$ cat config.mk
export PLATFORM = sky130hd
export DESIGN_NAME = alu_mdu_seq
export DESIGN_NICKNAME = d
export VERILOG_FILES = /design/src/rtl/alu_mdu_seq.sv
export SDC_FILE = /design/constraint.sdc
export NUM_CORES = 1
export LEC_CHECK = 0
export BUFFER_PORTS_ARGS = -buffer_cell sky130_fd_sc_hd__buf_2
export CELL_PAD_IN_SITES_DETAIL_PLACEMENT = 0
export CELL_PAD_IN_SITES_GLOBAL_PLACEMENT = 1
export CORE_MARGIN = 2
export CORE_UTILIZATION = 50
export DETAILED_ROUTE_END_ITERATION = 8
export PLACE_DENSITY = 0.95
export SLEW_MARGIN = 25
export SYNTH_ARGS = -nofsm -noshare
export SYNTH_HDL_FRONTEND = slang
export SYNTH_SLANG_ARGS = --single-unit
$ cat constraint.sdc
create_clock -name clk -period 14.4 [get_ports clk]
set_input_delay 2.88 -clock clk [delete_from_list [all_inputs] [get_ports clk]]
set_output_delay 2.88 -clock clk [all_outputs]
set_load 0.01 [all_outputs]
$ cat src/rtl/alu_mdu_seq.sv
// alu_mdu_seq: handshaked integer ALU with an iterative multiply/divide unit.
//  Base OP/OP-IMM operations register their result one cycle after the
//  input handshake. M-extension ops run XLEN radix-2 iterations:
//  shift-add for multiply and restoring division for divide. Divide by
//  zero and signed overflow finish in one cycle.
// Ports:
//  clk, rst             clock, synchronous active-high reset
//  in_valid / in_ready  request handshake (in_ready only in IDLE, rst low)
//  opcode/funct3/funct7 operation encoding
//  rs1, rs2             operands (rs2 = sign-extended immediate for OP-IMM)
//  out_valid/out_ready  result handshake; rd is held until it is consumed
//  rd                   result
module alu_mdu_seq #(
    parameter int unsigned XLEN     = 32,
    parameter bit          ENABLE_M = 1'b1
) (
    input  logic            clk,
    input  logic            rst,
    input  logic            in_valid,
    output logic            in_ready,
    input  logic [6:0]      opcode,
    input  logic [2:0]      funct3,
    input  logic [6:0]      funct7,
    input  logic [XLEN-1:0] rs1,
    input  logic [XLEN-1:0] rs2,
    output logic            out_valid,
    input  logic            out_ready,
    output logic [XLEN-1:0] rd
);

    localparam int unsigned SHW = $clog2(XLEN);
    localparam int unsigned PW  = 2 * XLEN;

    localparam logic [6:0]      OPC_OP    = 7'b0110011;
    localparam logic [6:0]      OPC_OPIMM = 7'b0010011;
    localparam logic [6:0]      F7_MEXT   = 7'b0000001;
    localparam logic [XLEN-1:0] INT_MIN   = {1'b1, {(XLEN-1){1'b0}}};
    localparam logic [SHW-1:0]  CNT_LAST  = SHW'(XLEN - 1);

    typedef enum logic [1:0] {
        S_IDLE = 2'd0,
        S_CALC = 2'd1,
        S_DONE = 2'd2
    } state_e;

    state_e          state_q, state_d;
    logic [SHW-1:0]  cnt_q, cnt_d;
    // acc holds {hi, lo}: {partial product, multiplier} or {remainder, quotient}
    logic [PW-1:0]   acc_q, acc_d;
    logic [XLEN-1:0] opb_q, opb_d;
    logic [2:0]      mop_q, mop_d;
    logic            negres_q, negres_d;
    logic            negrem_q, negrem_d;
    logic [XLEN-1:0] rd_q, rd_d;

    logic            is_op, is_opimm, is_mext, div_ovf;
    logic [SHW-1:0]  shamt;
    logic [XLEN-1:0] base_res;
    logic            s1, s2;
    logic [XLEN-1:0] abs1, abs2;
    logic [XLEN:0]   mul_sum, rem_sh, trial;
    logic [PW-1:0]   acc_mul, acc_div, acc_nxt, prod;
    logic [XLEN-1:0] quo, rem, fin_res;

    // Operation decode from the live request inputs
    always_comb begin
        is_op    = (opcode == OPC_OP);
        is_opimm = (opcode == OPC_OPIMM);
        is_mext  = is_op && (funct7 == F7_MEXT);
        div_ovf  = funct3[2] && !funct3[0] && (rs1 == INT_MIN) && (rs2 == '1);
        shamt    = rs2[SHW-1:0];
    end

    // Single-cycle base operation result
    always_comb begin
        base_res = '0;
        unique case (funct3)
            3'b000: base_res = (is_op && funct7[5]) ? (rs1 - rs2) : (rs1 + rs2);
            3'b001: base_res = rs1 << shamt;
            3'b010: base_res = {{(XLEN-1){1'b0}}, ($signed(rs1) < $signed(rs2))};
            3'b011: base_res = {{(XLEN-1){1'b0}}, (rs1 < rs2)};
            3'b100: base_res = rs1 ^ rs2;
            3'b101: base_res = funct7[5] ? XLEN'($signed(rs1) >>> shamt) : (rs1 >> shamt);
            3'b110: base_res = rs1 | rs2;
            3'b111: base_res = rs1 & rs2;
            default: base_res = '0;
        endcase
    end

    // Operand signs and magnitudes for the iterative unit
    always_comb begin
        s1 = 1'b0;
        s2 = 1'b0;
        if (funct3[2]) begin
            // DIV/REM signed, DIVU/REMU unsigned
            s1 = !funct3[0] && rs1[XLEN-1];
            s2 = !funct3[0] && rs2[XLEN-1];
        end else begin
            // MUL/MULH/MULHSU treat rs1 as signed; only MUL/MULH sign rs2
            s1 = (funct3[1:0] != 2'b11) && rs1[XLEN-1];
            s2 = !funct3[1] && rs2[XLEN-1];
        end
        abs1 = s1 ? (-rs1) : rs1;
        abs2 = s2 ? (-rs2) : rs2;
    end

    // One radix-2 step of multiply or divide, plus the final sign fix-up
    always_comb begin
        mul_sum = {1'b0, acc_q[PW-1:XLEN]} + (acc_q[0] ? {1'b0, opb_q} : '0);
        acc_mul = {mul_sum, acc_q[XLEN-1:1]};

        rem_sh  = {acc_q[PW-1:XLEN], acc_q[XLEN-1]};
        trial   = rem_sh - {1'b0, opb_q};
        if (!trial[XLEN]) begin
            acc_div = {trial[XLEN-1:0], acc_q[XLEN-2:0], 1'b1};
        end else begin
            acc_div = {rem_sh[XLEN-1:0], acc_q[XLEN-2:0], 1'b0};
        end

        acc_nxt = mop_q[2] ? acc_div : acc_mul;
        prod    = negres_q ? (-acc_nxt) : acc_nxt;
        quo     = acc_nxt[XLEN-1:0];
        rem     = acc_nxt[PW-1:XLEN];

        if (mop_q[2]) begin
            if (mop_q[1]) begin
                fin_res = negrem_q ? (-rem) : rem;
            end else begin
                fin_res = negres_q ? (-quo) : quo;
            end
        end else begin
            fin_res = (mop_q[1:0] == 2'b00) ? prod[XLEN-1:0] : prod[PW-1:XLEN];
        end
    end

    // Next-state logic
    always_comb begin
        state_d  = state_q;
        cnt_d    = cnt_q;
        acc_d    = acc_q;
        opb_d    = opb_q;
        mop_d    = mop_q;
        negres_d = negres_q;
        negrem_d = negrem_q;
        rd_d     = rd_q;

        unique case (state_q)
            S_IDLE: begin
                if (in_valid) begin
                    state_d = S_DONE;
                    if (!(is_op || is_opimm)) begin
                        rd_d = '0;
                    end else if (is_mext) begin
                        if (!ENABLE_M) begin
                            rd_d = '0;
                        end else if (funct3[2] && (rs2 == '0)) begin
                            rd_d = funct3[1] ? rs1 : '1;
                        end else if (div_ovf) begin
                            rd_d = funct3[1] ? '0 : INT_MIN;
                        end else begin
                            state_d  = S_CALC;
                            cnt_d    = '0;
                            acc_d    = {{XLEN{1'b0}}, abs1};
                            opb_d    = abs2;
                            mop_d    = funct3;
                            negres_d = s1 ^ s2;
                            negrem_d = s1;
                        end
                    end else begin
                        rd_d = base_res;
                    end
                end
            end
            S_CALC: begin
                acc_d = acc_nxt;
                cnt_d = cnt_q + SHW'(1);
                if (cnt_q == CNT_LAST) begin
                    state_d = S_DONE;
                    cnt_d   = '0;
                    rd_d    = fin_res;
                end
            end
            S_DONE: begin
                if (out_ready) begin
                    state_d = S_IDLE;
                end
            end
            default: state_d = S_IDLE;
        endcase
    end

    // State register
    always_ff @(posedge clk) begin
        if (rst) begin
            state_q  <= S_IDLE;
            cnt_q    <= '0;
            acc_q    <= '0;
            opb_q    <= '0;
            mop_q    <= '0;
            negres_q <= 1'b0;
            negrem_q <= 1'b0;
            rd_q     <= '0;
        end else begin
            state_q  <= state_d;
            cnt_q    <= cnt_d;
            acc_q    <= acc_d;
            opb_q    <= opb_d;
            mop_q    <= mop_d;
            negres_q <= negres_d;
            negrem_q <= negrem_d;
            rd_q     <= rd_d;
        end
    end

    assign in_ready  = (state_q == S_IDLE) && !rst;
    assign out_valid = (state_q == S_DONE);
    assign rd        = rd_q;

endmodule

; ---- After elaboration in Yosys (flattened, before gate mapping)
; Cells that the tools add are included.
[word_totals]
romBits = 0
memories = 0
ramBits = 0
out_inout_bits = 34
register_bits = 140
latchBits = 0
[op_classes]
shifts = 3
div_mod_pow = 0
n_eq_ne = 24
mux = 46
mul = 0
n_bitwise = 6
order_cmp = 2
addsub = 10
n_reduce_logical = 24
[ops]
columns = cell, count
row1 = $mux 32, 18
row2 = $mux 64, 8
row3 = $pmux 32 s8, 1
row4 = $neg 32->32, 4
row5 = $pmux 64 s2, 1
row6 = $eq 32x32->1 const B, 2
row7 = $lt 32x32->1, 2
row8 = $neg 64->64, 1
row9 = $pmux 32 s2, 1
row10 = $add 32x32->33, 1
row11 = $sub 33x32->33, 1
row12 = $add 32x32->32, 1
row13 = $and 32x32->32, 1
row14 = $logic_not 32->1, 1
row15 = $or 32x32->32, 1
row16 = $shl 32x5->32, 1
row17 = $shr 32x5->32, 1
row18 = $sshr 32x5->32, 1
row19 = $sub 32x32->32, 1
row20 = $xor 32x32->32, 1
row21 = $mux 5, 6
row22 = $mux 2, 7
row23 = $ne 2x2->1 const B, 7
row24 = $eq 3x3->1 const B, 4
row25 = 25 further kinds, 42

; ---- Depth between registers and ports, before layout
[depth]
depth_word = 10
depth_mapped = 25
ltp_nobuf = 24

; ---- Least setup slack after synthesis
; OpenSTA, ideal clock, no wires.
[synth_path]
path_type = input to register
from = in rs2[2]
to = reg rd_q[20] (netlist: rd[20])
path_stages = 20
path_slack_ns = 7.218
arrival_time_ns = 7.097
required_time_ns = 14.314
path_cell_list = clkbuf_1 inv_1 clkbuf_1 clkbuf_1 clkbuf_1 ha_1 a21o_1 a21o_1 a21oi_1 o21ai_0 a2111oi_0 o21ai_0 a21oi_1 o21bai_1 a21oi_1 o311ai_0 xnor2_1 a21oi_1 nor2_1 a211oi_1
[synth_via]
elab_chain_len = 7
elab_cells_between_ends = 19
[synth_rtl]
columns = item, line
row1 = from (decl), 25  ; input logic [XLEN-1:0] rs2,
row2 = "$add 32x32->32, or another cell as far along", 78  ; 3'b000: base_res = (is_op && funct7[5]) ? (rs1 - rs2) : (rs1 + rs2);
row3 = "$mux 32, or another cell as far along", 78
row4 = $pmux 32 s8 / $mux 32 (equally long branches), "77, 156"
row5 = $mux 32, 153  ; end else if (is_mext) begin
row6 = $mux 32, 151  ; if (!(is_op || is_opimm)) begin
row7 = $mux 32, 149  ; if (in_valid) begin
row8 = $pmux 32 s2, 147  ; unique case (state_q)
row9 = to (signal assigned), 211  ; rd_q <= rd_d;
row10 = to (decl), 54  ; logic [XLEN-1:0] rd_q, rd_d;
; Parallel ways exist; a longest one is shown, timed or not. The select of a mux whose other input is x is not followed.
; A chain may end at the register's enable or synchronous reset.

; ---- Worst setup path after layout
[layout_path]
from = in rs2[0]
to = reg rd_q[29] (netlist: rd[29])
; Same word-level chain as after synthesis.

==> summary.txt <==
Outcome
  – Outcome: completed

Worst setup path
  – Critical Path Fanout Max: 51
  – CP Cell Sequence: buf_2 -> buf_4 -> inv_2 -> ha_1 -> nand3_1 -> or3_1 -> nor3_1 -> nor3b_1 -> nand4_1 -> o21ai_0 -> o211ai_1 -> a21oi_4 -> nor2_1 -> a22oi_1 -> o211ai_1
  – Kind of critical path: in -> reg
  – Crit-path most repeated cell: o211ai_1
  – CP startpoint kind: primary input
  – Crit-path max cell delay: 0.87 ns
  – Worst path required time: 14.73 ns
  – Buf/Inv on CP: 3
  – Slowest CP cell: a21oi_4
  – Top delay family on crit path: compound AO/OA/AOI/OAI gates
  – Critical path capture point type: flip-flop
  – Arr. time, crit path: 8.71 ns

Detailed routing
  – DRT met1 WL: 43,230 um
  – Vias: 27,720
  – Routed wire length: 113,900 um
  – Final routed DRC violation total: 0
  – Post-DRT Antenna Nets: 0
  – Vias per Instance: between 6 and 7
  – Highest Signal Layer: met5
  – Drt wl/cell: 28.39 um
  – Met3 WL: 11,780 um
  – Initial DRT Pass Iterations: 6
  – Met2 routed wirelength: a little under 50,000 um
  – First-iteration detailed-routing DRC count: 3,805

Place
  – Port Buffer Count: around 120
  – Hpwl dp: roughly 87,000 um
  – DP Worst Slack: between 5 and 6 ns
  – Placer Congestion: ~1.1

Floorplan
  – FP Rows: 79
  – Die H: approximately 220 um
  – I/O pin cnt: 119
  – Initial core utilization: 0.5041
  – Width of the die: 220.0 um
  – Core ar.: 46,260 sq um
  – Die Area: 48,380 sq um

Logic synthesis
  – Yosys warns: 0
  – Synth Cell Area: 23,320 sq um
  – Cell with the most instances after synthesis: nor2_1
  – Seq cells post-synth: 140
  – Most frequent cells after synthesis: 422 x nor2_1, 336 x a21oi_1, 288 x o21ai_0
  – Post-Synthesis Cells: 3,436
  – Count of different cell masters after synthesis: 103
  – Avg Inst Size Synth: 6.787 sq um
  – Synth area leaders: dfxtp_1 12%, ha_1 9.0%, a21oi_1 7.2%
  – Seq/Total Area, Yosys: 0.1202
  – Share of the synthesized area in the top cell type: 0.1202
  – Cell taking the most area after synthesis: dfxtp_1
  – Number of enable flip-flop cells after synthesis: 0
  – Post-synth net total: 3,693
  – Prevailing post-synth register cell: dfxtp_1
  – Async set-reset flop share out of synthesis: 0

Power and ir drop
  – Clock power share: 0.327
  – Sequential power share: 0.299
  – PD cells: 53.96 nW/um^2
  – Leakage: 10.12 nW
  – Switch Pwr: 0.0005455 W
  – Net Sw Frac: 0.4088
  – Internal power: 0.0007888 W
  – Combinational share of power: 0.374
  – Peak VDD IR: 0.00008497 V

Layout
  – Layout area overhead: 6.042%
  – Nets@finish: around 3,600
  – Share of layout cells above drive strength 1: 0.08724

Clock tree
  – Clock sinks: 140
  – Max H-tree Level: 4
  – CTS Buf Count: 17
  – Post-CTS setup buffers: 0
  – Reg clk slew, reported paths: 0.07 ns
  – Hold-fix buffers at CTS: 0
  – Clock buffer depth: 2
  – Root Buffer: clkbuf_16
  – Clock tree from TritonCTS: done
  – Clock Latency Late Sink: 0.46 ns
  – Post-cts resize count: 0

Timing
  – Final worst slack: around 6 ns
  – Fmax: approximately 0.12 GHz
  – Final min period: 8.380 ns
  – Worst-margin pin slew: 1.191 ns
  – Fin. Hold Viols: 0
  – Final setup violation count: 0
  – Fin. max-slew vios: 0
  – Final setup TNS: 0 ns
  – Final Skew: 0.01197 ns
  – Final Cycle Share: 0.5819
  – Slew margin rel.: 0.2046
  – RSZ-0062 raised after global routing: false

GRT
  – Initial antenna violation count: 12
  – Overflow left after global routing: 0
  – Global-route wire length before repair: 163,900 um
  – Vias in the first global route: 24,780
  – Tot GR Track Use: 0.4584
  – Largest net degree at the start of global routing: 97

Min path
  – Worst Hold Class: reg -> reg

Job
  – Max-capacitance violation count: 0
==> cell type report <==
type	instances	area (sq um)
clock inverters	10	93.84
flip-flops and latches	140	2808
multi-input cells	2893	19000
fillers	4746	21530
well taps	607	759.5
clock buffers	22	464.2
inverters	160	600.6
repair buffers	168	974.7
diodes	12	30.03
==> power groups by stage <==
stage | registers [W] | logic [W] | clock network (W)
global placement | 0.000407 | 0.000474 | 0
finish | 0.000399 | 0.000499 | 0.000436
CTS | 0.000398 | 0.000472 | 0.000435
floorplan | 0.000405 | 0.000281 | 0
detailed placement | 0.000407 | 0.000470 | 0
global route | 0.000399 | 0.000516 | 0.000450
==> per-stage QoR <==
step / area (sq um) / hold slack (ns) / cells / util / total power, W
detailed placement: 24130 / 0.4722 / 3968 / 0.5217 / 0.0008772
floorplan: 23320 / 0.4440 / 3436 / - / 0.0006862
CTS: 24690 / 0.4817 / 4000 / 0.5338 / 0.001305
global route: 24700 / 0.5074 / 4000 / 0.5339 / 0.001365
finish: 24730 / 0.4794 / 4012 / 0.5345 / 0.001334
global placement: 24130 / 0.4651 / 3968 / 0.5217 / 0.0008813
==> worst paths after layout <==
kind	end	slack [ns]	cells after the start	start
setup / recovery	rd[29]$_SDFFE_PP0P_	6.02	15	rs2[0]
hold / removal	cnt_q[4]$_SDFFE_PP0P_	0.48	2	cnt_q[4]$_SDFFE_PP0P_
setup reg to reg	rd[20]$_SDFFE_PP0P_	6.89	25	acc_q[31]$_SDFFE_PP0P_
hold reg to reg	cnt_q[4]$_SDFFE_PP0P_	0.48	2	cnt_q[4]$_SDFFE_PP0P_
==> sequential cells by signal, summed over array words and instances (netlist names) <==
signal	flops
acc_q	64
state_q	2
rd	32
mop_q	3
negres_q	1
opb_q	32
cnt_q	5
negrem_q	1
==> layout by cell type, fill, tap and decap left out, types with 20 or more instances in the layout <==
master / n
nor2_1: 421
a21oi_1: 335
o21ai_0: 288
nand2_1: 278
ha_1: 168
xnor2_1: 164
inv_1: 155
dfxtp_1: 138
buf_2: 116
mux2i_1: 115
nor3_1: 105
nand3_1: 72
a211oi_1: 72
a21o_1: 56
o211ai_1: 55
buf_4: 51
a31oi_1: 50
and2_1: 46
xor2_1: 46
o22ai_1: 37
nand4_1: 33
o31ai_1: 33
nand2b_1: 33
o21a_1: 30
a221oi_1: 27
o221ai_1: 26
or3_1: 25
o21bai_1: 25
nor4_1: 21
a311oi_1: 20
or2_2: 20
mux4_2: 20
==> worst min-delay path, delay by kind of cell (launching register included) <==
kind	cells	cell delay, ns
compound gates	1	0.06
simple gates	1	0.06
flops	1	0.32
==> per-layer routing <==
metal / GRT usage / vias up
li1: - / 12510
met1: 0.5561 / 12950
met2: 0.7179 / 1831
met3: 0.09965 / 418
met4: 0.3251 / 8
met5: 0 / -
==> cells by family (layout without fill, tap and decap cells) <==
family | Yosys count | after routing | synth area share
buffers and inverters | 403 | 360 | 0.06611
adder cells (fa/ha/maj) | 172 | 172 | 0.09358
AND/OR/NAND/NOR | 1148 | 1148 | 0.2296
other | 0 | 12 | 0
XOR/XNOR | 210 | 210 | 0.07888
multiplexers | 150 | 150 | 0.07592
flip-flops | 140 | 140 | 0.1202
AO/OA/AOI/OAI | 1213 | 1213 | 0.3357
Note: power is estimated with default switching activity, not from simulation.
